[config.mk]
export PLATFORM = sky130hd
export DESIGN_NAME = udp_wave_router
export DESIGN_NICKNAME = d
export VERILOG_FILES = /design/src/rtl/udp_wave_pkg.sv /design/src/rtl/udp_wave_router_chan.sv /design/src/rtl/udp_wave_router.sv
export SDC_FILE = /design/constraint.sdc
export NUM_CORES = 1
export LEC_CHECK = 0
export ABC_AREA = 0
export CORE_ASPECT_RATIO = 1.1
export CORE_MARGIN = 8
export CORE_UTILIZATION = 51
export CTS_CLUSTER_DIAMETER = 100
export DETAILED_ROUTE_END_ITERATION = 8
export PLACE_DENSITY = 0.86
export SLEW_MARGIN = 20
export SYNTH_ARGS = -nofsm -noshare
export SYNTH_HDL_FRONTEND = slang
export SYNTH_HIERARCHICAL = 1
export SYNTH_SLANG_ARGS = --single-unit
[constraint.sdc]
create_clock -name clk -period 6.8 [get_ports clk]
set_clock_uncertainty 0.1 [all_clocks]
set_input_delay 1.36 -clock clk [delete_from_list [all_inputs] [get_ports clk]]
set_output_delay 1.36 -clock clk [all_outputs]
set_load 0.02 [all_outputs]
[src/rtl/udp_wave_pkg.sv]
// Shared types and helpers for the UDP waveform router: parser states,
// header length and frequency-word scaling.
package udp_wave_pkg;

  typedef enum logic [2:0] {
    ST_IDLE,
    ST_HDR_FH,
    ST_HDR_FL,
    ST_PAYLOAD,
    ST_DROP
  } state_t;

  localparam int HDR_LEN = 3;

  // word*4/5 with truncation, then clamped to the largest freq_w-bit value.
  function automatic logic [15:0] freq_scale(input logic [15:0] word, input int freq_w);
    logic [17:0] prod;
    logic [17:0] quot;
    logic [17:0] max_val;
    prod    = {word, 2'b00};
    quot    = prod / 18'd5;
    max_val = 18'((1 << freq_w) - 1);
    if (quot > max_val) return max_val[15:0];
    return quot[15:0];
  endfunction

endpackage

[src/rtl/udp_wave_router_chan.sv]
// Per-channel control: read arming with hysteresis, scaled frequency
// register with update pulse, and sticky overflow flag.
module wave_chan_ctrl
  import udp_wave_pkg::*;
#(
  parameter int CNT_W     = 13,
  parameter int FREQ_W    = 13,
  parameter int RD_THRESH = 10
) (
  input  logic              clk,
  input  logic              rst,
  input  logic [CNT_W-1:0]  i_wr_data_count,
  input  logic              i_ovf_set,
  input  logic              i_ovf_clr,
  input  logic              i_freq_load,
  input  logic [FREQ_W-1:0] i_freq_val,
  output logic              o_fifo_rd_en,
  output logic [FREQ_W-1:0] o_freq,
  output logic              o_freq_upd,
  output logic              o_ovf
);

  logic              r_armed;
  logic [FREQ_W-1:0] r_freq;
  logic              r_freq_upd;
  logic              r_ovf;
  logic              w_cnt_zero;

  assign w_cnt_zero = (i_wr_data_count == '0);

  // NOTE: sequential state uses <= so every register samples pre-edge values;
  // blocking assignments here would create order-dependent simulation races.
  always_ff @(posedge clk) begin
    if (rst) begin
      r_armed    <= 1'b0;
      r_freq     <= '0;
      r_freq_upd <= 1'b0;
      r_ovf      <= 1'b0;
    end else begin
      if (w_cnt_zero) r_armed <= 1'b0;
      else if (i_wr_data_count >= CNT_W'(RD_THRESH)) r_armed <= 1'b1;
      r_freq_upd <= i_freq_load;
      if (i_freq_load) r_freq <= i_freq_val;
      // A new overflow in the same cycle as a clear must survive.
      if (i_ovf_set) r_ovf <= 1'b1;
      else if (i_ovf_clr) r_ovf <= 1'b0;
    end
  end

  assign o_fifo_rd_en = r_armed & ~w_cnt_zero;
  assign o_freq       = r_freq;
  assign o_freq_upd   = r_freq_upd;
  assign o_ovf        = r_ovf;

endmodule

[src/rtl/udp_wave_router.sv]
// Parses UDP packets (channel, 16-bit frequency word, payload), routes the
// payload to one of NCH DA FIFOs and accounts for malformed packets.
module udp_wave_router
  import udp_wave_pkg::*;
#(
  parameter int NCH       = 2,
  parameter int CNT_W     = 13,
  parameter int FREQ_W    = 13,
  parameter int RD_THRESH = 10
) (
  input  logic                  clk,
  input  logic                  rst,
  input  logic                  rec_pkt_done,
  input  logic                  udp_rec_en,
  input  logic [7:0]            udp_rec_data,
  input  logic [15:0]           rec_byte_num,
  input  logic [NCH-1:0]        chan_en,
  input  logic [NCH*CNT_W-1:0]  wr_data_count,
  input  logic [NCH-1:0]        fifo_full,
  input  logic                  ovf_clr,
  output logic [NCH-1:0]        fifo_wr_en,
  output logic [7:0]            fifo_din,
  output logic [NCH-1:0]        fifo_rd_en,
  output logic [NCH*FREQ_W-1:0] freq,
  output logic [NCH-1:0]        freq_upd,
  output logic [NCH-1:0]        ovf,
  output logic                  pkt_err,
  output logic [15:0]           drop_cnt
);

  state_t            r_state;
  state_t            w_next;
  logic [NCH-1:0]    r_cur_sel;
  logic [7:0]        r_freq_hi;
  logic [15:0]       r_byte_cnt;
  logic [NCH-1:0]    r_wr_en;
  logic [7:0]        r_din;
  logic              r_pkt_err;
  logic [15:0]       r_drop_cnt;

  logic [NCH-1:0]    w_hdr_sel;
  logic              w_hdr_ok;
  logic              w_cur_full;
  logic [15:0]       w_cnt_now;
  logic              w_err;
  logic              w_latch_hdr;
  logic              w_latch_hi;
  logic              w_wr_req;
  logic [NCH-1:0]    w_ovf_set;
  logic [NCH-1:0]    w_freq_load;
  logic [FREQ_W-1:0] w_freq_val;

  // The channel is tracked one-hot so header bytes >= NCH simply select nothing.
  always_comb begin
    for (int i = 0; i < NCH; i++) w_hdr_sel[i] = (udp_rec_data == 8'(i));
  end

  assign w_hdr_ok   = |(w_hdr_sel & chan_en);
  assign w_cur_full = |(fifo_full & r_cur_sel);
  assign w_freq_val = FREQ_W'(freq_scale({r_freq_hi, udp_rec_data}, FREQ_W));

  // Byte count including a byte arriving together with rec_pkt_done.
  assign w_cnt_now = (udp_rec_en && r_byte_cnt != 16'hFFFF) ? r_byte_cnt + 16'd1 : r_byte_cnt;

  assign w_err = (r_state == ST_DROP)
              || (r_state == ST_IDLE && udp_rec_en && !w_hdr_ok)
              || (w_cnt_now < 16'(HDR_LEN))
              || (w_cnt_now != rec_byte_num);

  always_ff @(posedge clk) begin
    if (rst) r_state <= ST_IDLE;
    else     r_state <= w_next;
  end

  // NOTE: every combinational output gets a default before the case so no
  // path leaves it unassigned, which would otherwise infer a latch.
  always_comb begin
    w_next = r_state;
    case (r_state)
      ST_IDLE:    if (udp_rec_en) w_next = w_hdr_ok ? ST_HDR_FH : ST_DROP;
      ST_HDR_FH:  if (udp_rec_en) w_next = ST_HDR_FL;
      ST_HDR_FL:  if (udp_rec_en) w_next = ST_PAYLOAD;
      ST_PAYLOAD: w_next = ST_PAYLOAD;
      ST_DROP:    w_next = ST_DROP;
      default:    w_next = ST_IDLE;
    endcase
    if (rec_pkt_done) w_next = ST_IDLE;
  end

  always_comb begin
    w_latch_hdr = 1'b0;
    w_latch_hi  = 1'b0;
    w_wr_req    = 1'b0;
    w_ovf_set   = '0;
    w_freq_load = '0;
    case (r_state)
      ST_IDLE:    w_latch_hdr = udp_rec_en & w_hdr_ok;
      ST_HDR_FH:  w_latch_hi  = udp_rec_en;
      ST_HDR_FL:  w_freq_load = udp_rec_en ? r_cur_sel : '0;
      ST_PAYLOAD: begin
        w_wr_req  = udp_rec_en & ~w_cur_full;
        w_ovf_set = (udp_rec_en & w_cur_full) ? r_cur_sel : '0;
      end
      default: ;
    endcase
  end

  always_ff @(posedge clk) begin
    if (rst) begin
      r_cur_sel  <= '0;
      r_freq_hi  <= '0;
      r_byte_cnt <= '0;
      r_wr_en    <= '0;
      r_din      <= '0;
      r_pkt_err  <= 1'b0;
      r_drop_cnt <= '0;
    end else begin
      if (w_latch_hdr) r_cur_sel <= w_hdr_sel;
      if (w_latch_hi)  r_freq_hi <= udp_rec_data;
      r_byte_cnt <= rec_pkt_done ? 16'd0 : w_cnt_now;
      r_wr_en    <= w_wr_req ? r_cur_sel : '0;
      if (w_wr_req) r_din <= udp_rec_data;
      r_pkt_err  <= rec_pkt_done & w_err;
      if (rec_pkt_done && w_err && r_drop_cnt != 16'hFFFF) r_drop_cnt <= r_drop_cnt + 16'd1;
    end
  end

  for (genvar g = 0; g < NCH; g++) begin : g_chan
    wave_chan_ctrl #(
      .CNT_W    (CNT_W),
      .FREQ_W   (FREQ_W),
      .RD_THRESH(RD_THRESH)
    ) u_chan (
      .clk            (clk),
      .rst            (rst),
      .i_wr_data_count(wr_data_count[g*CNT_W +: CNT_W]),
      .i_ovf_set      (w_ovf_set[g]),
      .i_ovf_clr      (ovf_clr),
      .i_freq_load    (w_freq_load[g]),
      .i_freq_val     (w_freq_val),
      .o_fifo_rd_en   (fifo_rd_en[g]),
      .o_freq         (freq[g*FREQ_W +: FREQ_W]),
      .o_freq_upd     (freq_upd[g]),
      .o_ovf          (ovf[g])
    );
  end

  assign fifo_wr_en = r_wr_en;
  assign fifo_din   = r_din;
  assign pkt_err    = r_pkt_err;
  assign drop_cnt   = r_drop_cnt;

endmodule

==> results of run 1 <==
[critical path, delay by kind of cell]
kind            cells  cell delay (ns)
compound gates      7             1.93
buf+inv             3             0.78
mux                 2             0.40
simple gates        9             1.43
fa+ha+maj           2             0.49
[layer usage]
layer	GRT usage (%)	share of wire (%)	vias up
met4	7.78	2.1	0
li1	-	-	3060
met3	5.78	8.3	47
met2	38.2	50	297
met1	25.4	39	3011
met5	0	0	-
[registers in the layout (all words and copies together) (netlist names), 3 cells and up]
name                  cells
g_chan.u_chan/o_freq     26
fifo_din                  8
r_state                   3
drop_cnt                 16
r_byte_cnt               16
r_freq_hi                 8
[through the flow]
stage | hold WS (ns) | cell area (um^2) | setup slack (ns)
finish | 0.394 | 7690 | 0.500
global route | 0.422 | 7690 | 0.0532
CTS | 0.400 | 7680 | 0.363
detailed placement | 0.379 | 7380 | 0.281
global placement | 0.365 | 7380 | 0.438
floorplan | 0.369 | 6170 | 1.11
[cells by family after synthesis]
logic type               count (synthesis)  share of synthesized area [%]
AO/OA/AOI/OAI                          174                           21.6
flip-flops                              88                           28.5
multiplexers                            39                           6.34
adder cells (fa/ha/maj)                  6                           1.18
AND/OR/NAND/NOR                        357                           28.3
buffers and inverters                   86                           6.50
XOR/XNOR                                53                           7.52
[cell usage after synthesis, drive strengths merged (5+ instances only)]
| cell type | n |
|---|---|
| mux2i | 38 |
| nand3 | 33 |
| clkbuf | 26 |
| a31oi | 8 |
| a21oi | 47 |
| a211oi | 10 |
| xnor2 | 31 |
| nand4 | 14 |
| a41oi | 6 |
| ha | 5 |
| inv | 26 |
| xor2 | 22 |
| o22ai | 6 |
| o21a | 9 |
| nor2 | 124 |
| o21ai | 28 |
| nor3b | 10 |
| o211ai | 10 |
| nor3 | 31 |
| and2 | 6 |
| nor2b | 7 |
| dfxtp | 88 |
| buf | 34 |
| nor4 | 15 |
| nand2 | 78 |
| or3 | 8 |
| and3 | 9 |
| o31ai | 6 |
| a2111oi | 7 |
[final cells by class]
type,instances,area [um^2],share of cell area (%)
Clock buffer,10,229,2.98
Clock inverter,6,67.6,0.879
Inverter,26,97.6,1.27
Multi-Input combinational cell,629,4020,52.3
Sequential cell,88,1760,22.9
Tap cell,154,193,2.51
Timing Repair Buffer,137,1320,17.1
[worst paths after layout]
path / cells past startpoint / startpoint / endpoint / slack [ns]
setup / recovery: 23 / udp_rec_data[7] / g_chan[0].u_chan/o_freq[0]$_SDFFE_PP0P_ / 0.50
setup reg to reg: 23 / r_freq_hi[6]$_SDFFE_PP0P_ / g_chan[0].u_chan/o_freq[0]$_SDFFE_PP0P_ / 0.52
hold reg to reg: 2 / g_chan[1].u_chan/o_ovf$_SDFFE_PP0P_ / g_chan[1].u_chan/o_ovf$_SDFFE_PP0P_ / 0.39
hold / removal: 2 / g_chan[1].u_chan/o_ovf$_SDFFE_PP0P_ / g_chan[1].u_chan/o_ovf$_SDFFE_PP0P_ / 0.39
[where the power goes]
group          internal (uW)  switching (uW)
combinational           95.9             119
clock                    287             207
sequential               518            3.68
total                    901             330
[timing repair]
item | CTS | global route
endpoints found under the setup margin | 0 | 2
resized for setup | 0 | 2
endpoints found under the hold margin | 0 | 0
==> metrics.txt, run 1 <==
status completed; Critical Path RT 6.90 ns; First DRT Iteration DRCs 578; CTS tree yes; Mapped Area 6170 um^2; synthesis-to-layout area growth 24.5%; cell count after synthesis 803; # DRC 0; fillcell total 1001; Post-Layout Cell Count 1050; crit share post-route 92.7%; DIE AREA 15900 um^2; crit path DAT 6.40 ns; DRT Pass-1 Iters 6; main area contributors after synthesis dfxtp_1 (29%), nor2_1 (7.5%), mux2i_1 (6.2%); FMAX 159 MHz; Clock Sinks 88; hold_buf cts 0; commonest non-fill, non-tap cell in the layout nor2_1; fin util 64.4%; clock slew at reported path FFs 0.06 ns; Post-synth EDFFs 0; Routed Antenna Nets 0; drt total wl 18.1 mm; worst-path fanout max 11; Post-Synthesis Net Count 867; Slowest-stage cell, CP a2111oi_0; sequential element share of the synthesized area 28.5%; crit path kind primary input to flop; Synth Area per Inst 7.69 um^2; GRT Overall Usage 22.1%; core area 11900 um^2; Pwr Density 160 nW/um^2; cell taking the most area after synthesis dfxtp_1; setup TNS 0 ns; worst path cell trace clkdlybuf4s50_1 > buf_4 > nand2_1 > nor2_1 > a41oi_1 > and3_1 > buf_4 > nand3_1 > o31ai_1 > o22a_1 > a2111oi_0 > a2111oi_0 > and3_1 > ha_1 > nand2_1 > a21oi_2 > mux2i_1 > ha_1 > and3b_1 > nor4b_2 > o21ai_1 > mux2i_1 > nor2_1; final setup vio count 0; first-pass GRT wire length 29.5 mm; worst-skew pair later-pin latency 0.34 ns; fraction of layout cells with a size suffix above 1 8.15%; Std-Cell Rows 42; fin. max-slew vios 0; IO Port Bufs 117; post-synth top area share 28.5%; Vias 6415; crit path capture type flop; H-tree Lvls 3; deepest clock path buffer count 2; Power, Total 1230 uW; leading cell types in the layout, fill and taps excluded nor2_1 (123), clkdlybuf4s50_1 (116), dfxtp_1 (88); fin crit period 6.30 ns; max incr delay on CP 0.50 ns; Final nets 955; Synth cell types 86; RSZ-0062 raised after global routing false; worst hold-check path type flop to flop; Relative slew margins 29.9%; peak supply drop 193 uV; startpoint types primary input; top_reg_cell synth dfxtp_1; post-synthesis register bit count 88; Die X 121 um; IO Pins 118; initial antenna violation count 0; Synth Warn # 6; Inserted Diodes 0; vias in the first global route 6063; CTS root buf clkbuf_16; Vias/cell 6.11; Max Cap Viol 0; # Post-CTS Setup Buffers 0; routability cong. 0.925; starting density of the core 51.8%; placed cell count 1034; hpwl dp 12.8 mm; total CTS buffers 9; Final Hold Fails 0; Synth async-reset ratio 0%; Leak 0.00264 uW; largest net degree at the start of global routing 71; grt ovf 0; Slew @ Worst Pin 1.04 ns; Avg WL per Cell 17.2 um; height of the chip 131 um
Note: power is estimated with default switching activity, not from simulation.
==> inputs of run 2 (changes only) <==
Settings changed: CTS_BUF_LIST set to sky130_fd_sc_hd__clkbuf_4 sky130_fd_sc_hd__clkbuf_8, RECOVER_POWER set to 100, SLEW_MARGIN 20 to 40.
==> metrics.txt, run 2 (same netlist as run 1, synthesis figures left out) <==
vias in the first global route 5999; leading cell types in the layout, fill and taps excluded nor2_1 (123), dfxtp_1 (88), nand2_1 (77); worst hold-check path type flop to flop; largest net degree at the start of global routing 71; height of the chip 131 um; hold_sp fifo_din[2]$_SDFFE_PP0P_; crit path capture type flop; Post-CTS Resized 0; IO Port Bufs 117; Relative slew margins 16.2%; Final Hold Fails 0; DRT Pass-1 Iters 5; Clock Sinks 88; first-pass GRT wire length 28.5 mm; r2r endpoint g_chan[0].u_chan/o_freq[0]$_SDFFE_PP0P_; hold endpoint fifo_din[2]$_SDFFE_PP0P_; worst-path fanout max 13; worst-skew pair later-pin latency 0.37 ns; fin crit period 6.36 ns; crit path DAT 6.49 ns; Inserted Diodes 0; initial antenna violation count 0; Avg WL per Cell 16.8 um; Std-Cell Rows 42; grt ovf 0; synthesis-to-layout area growth 22.3%; First DRT Iteration DRCs 635; max FFs per register 26; total CTS buffers 9; clock slew at reported path FFs 0.09 ns; fin. max-slew vios 0; Pwr Density 142 nW/um^2; drt total wl 17.6 mm; # Post-CTS Setup Buffers 0; Final nets 955; setup TNS 0 ns; core area 11900 um^2; CP startpoint r_freq_hi[6]$_SDFFE_PP0P_; RR Startpoint r_freq_hi[6]$_SDFFE_PP0P_; Critical Path RT 6.93 ns; deepest clock path buffer count 2; fillcell total 1006; RSZ-0062 raised after global routing false; status completed; Final WS setup 0.443 ns; routability cong. 0.925; starting density of the core 51.8%; crit share post-route 93.5%; Setup Slack @ Placement 0.283 ns; hpwl dp 12.7 mm; FMAX 157 MHz; Slew @ Worst Pin 1.26 ns; GRT Overall Usage 21.4%; IO Pins 118; Die X 121 um; CTS tree yes; commonest non-fill, non-tap cell in the layout nor2_1; crit path kind flop to flop; hold_buf cts 0; Leak 0.00277 uW; # DRC 0; peak supply drop 133 uV; CTS root buf clkbuf_8; DIE AREA 15900 um^2; H-tree Lvls 3; hold depth 2; startpoint types flop; Routed Antenna Nets 0; reg2reg setup slack 0.44 ns; fin util 63.3%; final setup vio count 0; fraction of layout cells with a size suffix above 1 7.60%; Vias 6310; Max Cap Viol 0; Worst R2R Path Depth 23; Vias/cell 6.02
run 2: cell count changes in the layout (fill, tap and decap cells not counted), sizes merged:
cell,before,now
clkdlybuf4s50,116,55
dlygate4sd3,0,61
buf,21,19
clkbuf,10,12
bufinv,1,0
run 2: report_power, final:
group          total [uW]  internal, uW  leakage (uW)  switching, uW
logic                 212          94.1       0.00198            118
registers             521           518      0.000710           3.50
clock network         339           144     0.0000854            195
run 2: layout make-up:
class                   instances  area [um^2]  area share, %
flip-flops and latches         88         1760           23.3
well taps                     154          193           2.55
clock inverters                 5         41.3          0.547
repair buffers                137         1310           17.3
multi-input cells             629         4010           53.1
clock buffers                  10          138           1.82
inverters                      26         97.6           1.29
run 2: worst max path at each step:
stage,to,cells past startpoint
detailed placement,g_chan[1].u_chan/o_freq[0]$_SDFFE_PP0P_,22
global placement,g_chan[0].u_chan/o_freq[0]$_SDFFE_PP0P_,22
floorplan,g_chan[0].u_chan/o_freq[0]$_SDFFE_PP0P_,24
global route,g_chan[1].u_chan/o_freq[0]$_SDFFE_PP0P_,23
CTS,g_chan[1].u_chan/o_freq[0]$_SDFFE_PP0P_,23
finish,g_chan[0].u_chan/o_freq[0]$_SDFFE_PP0P_,23
run 2: through the flow:
stage / hold slack [ns] / std cells / area, um^2 / total power [uW]
after floorplan: 0.369 / 803 / 6170 / 666
after global placement: 0.365 / 1034 / 7380 / 739
after detailed placement: 0.380 / 1034 / 7390 / 743
after CTS: 0.406 / 1049 / 7570 / 1080
after global routing: 0.423 / 1049 / 7550 / 1120
final: 0.392 / 1049 / 7550 / 1070
run 2: worst max-delay path: stages (launching register included):
cell       delay, ns
dfxtp_1         0.59
nor4bb_1        0.42
o21ai_0         0.15
o2111a_1        0.18
o21a_2          0.33
xnor2_1         0.17
a211oi_1        0.51
a31o_1          0.41
nand2_1         0.14
o31ai_1         0.12
o22a_1          0.36
a2111oi_0       0.10
a2111oi_0       0.50
and3_1          0.32
ha_1            0.27
nand2_1         0.09
a21oi_2         0.22
mux2i_1         0.27
ha_1            0.23
and3b_1         0.20
nor4b_2         0.20
o21ai_0         0.13
mux2i_1         0.15
nor2_1          0.06
run 2: per-layer routing:
metal	GRT usage, %	part of all wire [%]
met5	0	0
met4	6.95	1.8
met3	6.21	8.3
met2	37.2	51
met1	24.3	39
==> inputs of run 3 (changes only) <==
Settings changed: CORE_MARGIN 8 to unset, HOLD_SLACK_MARGIN set to 0.12.
Clock period 6.8 ns to 7 ns, I/O delays scaled along.
==> metrics.txt, run 3 (same netlist as run 1, synthesis figures left out) <==
Vias 6242; fillcell total 977; Max Cap Viol 0; setup TNS 0 ns; Inserted Diodes 0; Routed Antenna Nets 0; Avg WL per Cell 15.9 um; DIE AREA 12600 um^2; drt total wl 16.5 mm; Critical Path RT 7.15 ns; max incr delay on CP 0.67 ns; crit share post-route 94.3%; Relative slew margins 20.9%; clock slew at reported path FFs 0.09 ns; Die X 107 um; CTS tree yes; first-pass GRT wire length 27.3 mm; post-route cell area 7520 um^2; vias in the first global route 5819; worst-path fanout max 18; fin. max-slew vios 0; Clock Sinks 88; RSZ-0062 raised after global routing false; Leak 0.00276 uW; Vias/cell 6.01; fin crit period 6.60 ns; worst path cell trace nor3b_1 > a32o_1 > a211oi_2 > o21a_2 > nand2_1 > o32a_1 > and3_1 > buf_4 > a311oi_1 > a311o_1 > o22a_1 > a2111oi_0 > a2111oi_0 > and3_1 > ha_1 > nand2_1 > a21oi_2 > mux2i_1 > ha_1 > and3b_1 > nor4b_2 > o21ai_1 > mux2i_1 > nor2_1; Area after DPL 7320 um^2; crit path kind flop to flop; # DRC 0; synthesis-to-layout area growth 21.8%; FMAX 152 MHz; final setup vio count 0; grt ovf 0; Final nets 948; area occupied by multi-input gates 4010 um^2; DRT Pass-1 Iters 5; max FFs per register 26; worst hold-check path type flop to flop; H-tree Lvls 3; startpoint types flop; peak supply drop 148 uV; Std-Cell Rows 41; largest net degree at the start of global routing 71; Slowest-stage cell, CP dfxtp_1; initial antenna violation count 0; worst-skew pair later-pin latency 0.37 ns; commonest non-fill, non-tap cell in the layout nor2_1; Pwr Density 144 nW/um^2; starting density of the core 53.0%; fraction of layout cells with a size suffix above 1 6.97%; height of the chip 117 um; deepest clock path buffer count 2; IO Port Bufs 117; routability cong. 0.966; leading cell types in the layout, fill and taps excluded nor2_1 (124), dfxtp_1 (87), nand2_1 (77); hpwl dp 11.7 mm; core area 11600 um^2; register area 1760 um^2; total CTS buffers 9; crit path DAT 6.74 ns; IO Pins 118; Slew @ Worst Pin 1.19 ns; CTS root buf clkbuf_8; Final Hold Fails 0; status completed; First DRT Iteration DRCs 643; GRT Overall Usage 26.6%; hold_buf cts 0; crit path capture type flop
[run 3: timing repair]
item / 4_1_cts / 5_1_grt
endpoints found under the setup margin: 0 / 2
resized for setup: 0 / 3
buffers inserted: 0 / 0
[run 3: critical path: cells and delay by family, from the launching register on]
| kind | cells | cell delay [ns] |
|---|---|---|
| compound gates | 11 | 3.15 |
| fa+ha+maj | 2 | 0.51 |
| simple gates | 8 | 1.42 |
| mux | 2 | 0.45 |
| buf+inv | 1 | 0.18 |
| flops | 1 | 0.67 |
[run 3: metrics by stage]
step / setup WS (ns) / power (uW) / utilization [%] / cells / hold slack, ns
6_report: 0.401 / 1090 / 64.6 / 1039 / 0.388
5_1_grt: 0.00625 / 1130 / 64.6 / 1039 / 0.418
4_1_cts: 0.325 / 1090 / 64.6 / 1039 / 0.397
3_5_place_dp: 0.271 / 721 / 62.9 / 1023 / 0.377
3_3_place_gp: 0.501 / 716 / 62.9 / 1023 / 0.365
2_1_floorplan: 1.27 / 647 / - / 803 / 0.369
[run 3: final timing paths]
kind,depth (start not counted),from,endpoint,slack (ns)
max,24,r_freq_hi[3]$_SDFFE_PP0P_,g_chan[0].u_chan/o_freq[0]$_SDFFE_PP0P_,0.40
min,2,fifo_din[3]$_SDFFE_PP0P_,fifo_din[3]$_SDFFE_PP0P_,0.39
max reg2reg,24,r_freq_hi[3]$_SDFFE_PP0P_,g_chan[0].u_chan/o_freq[0]$_SDFFE_PP0P_,0.40
min reg2reg,2,fifo_din[3]$_SDFFE_PP0P_,fifo_din[3]$_SDFFE_PP0P_,0.39
[run 3: cell type report]
class                   count  share of cell area [%]
clock inverters             4                   0.699
multi-input cells         629                    53.3
repair buffers            130                    16.7
inverters                  26                    1.30
flip-flops and latches     88                    23.4
well taps                 150                    2.50
clock buffers              12                    2.03
[run 3: layer usage]
metal,wire [um],up-vias,track usage (%)
met4,569,0,12.9
met5,0,-,0
met1,7050,2894,33.4
met3,1140,50,5.95
met2,7720,245,42.7
li1,-,3053,-
[run 3: report_power, final]
group | internal [uW] | total, uW | leakage (uW) | switching, uW
clock network | 184 | 374 | 0.000108 | 189
logic | 90.0 | 207 | 0.00194 | 117
registers | 503 | 506 | 0.000711 | 3.28
total | 777 | 1090 | 0.00276 | 309
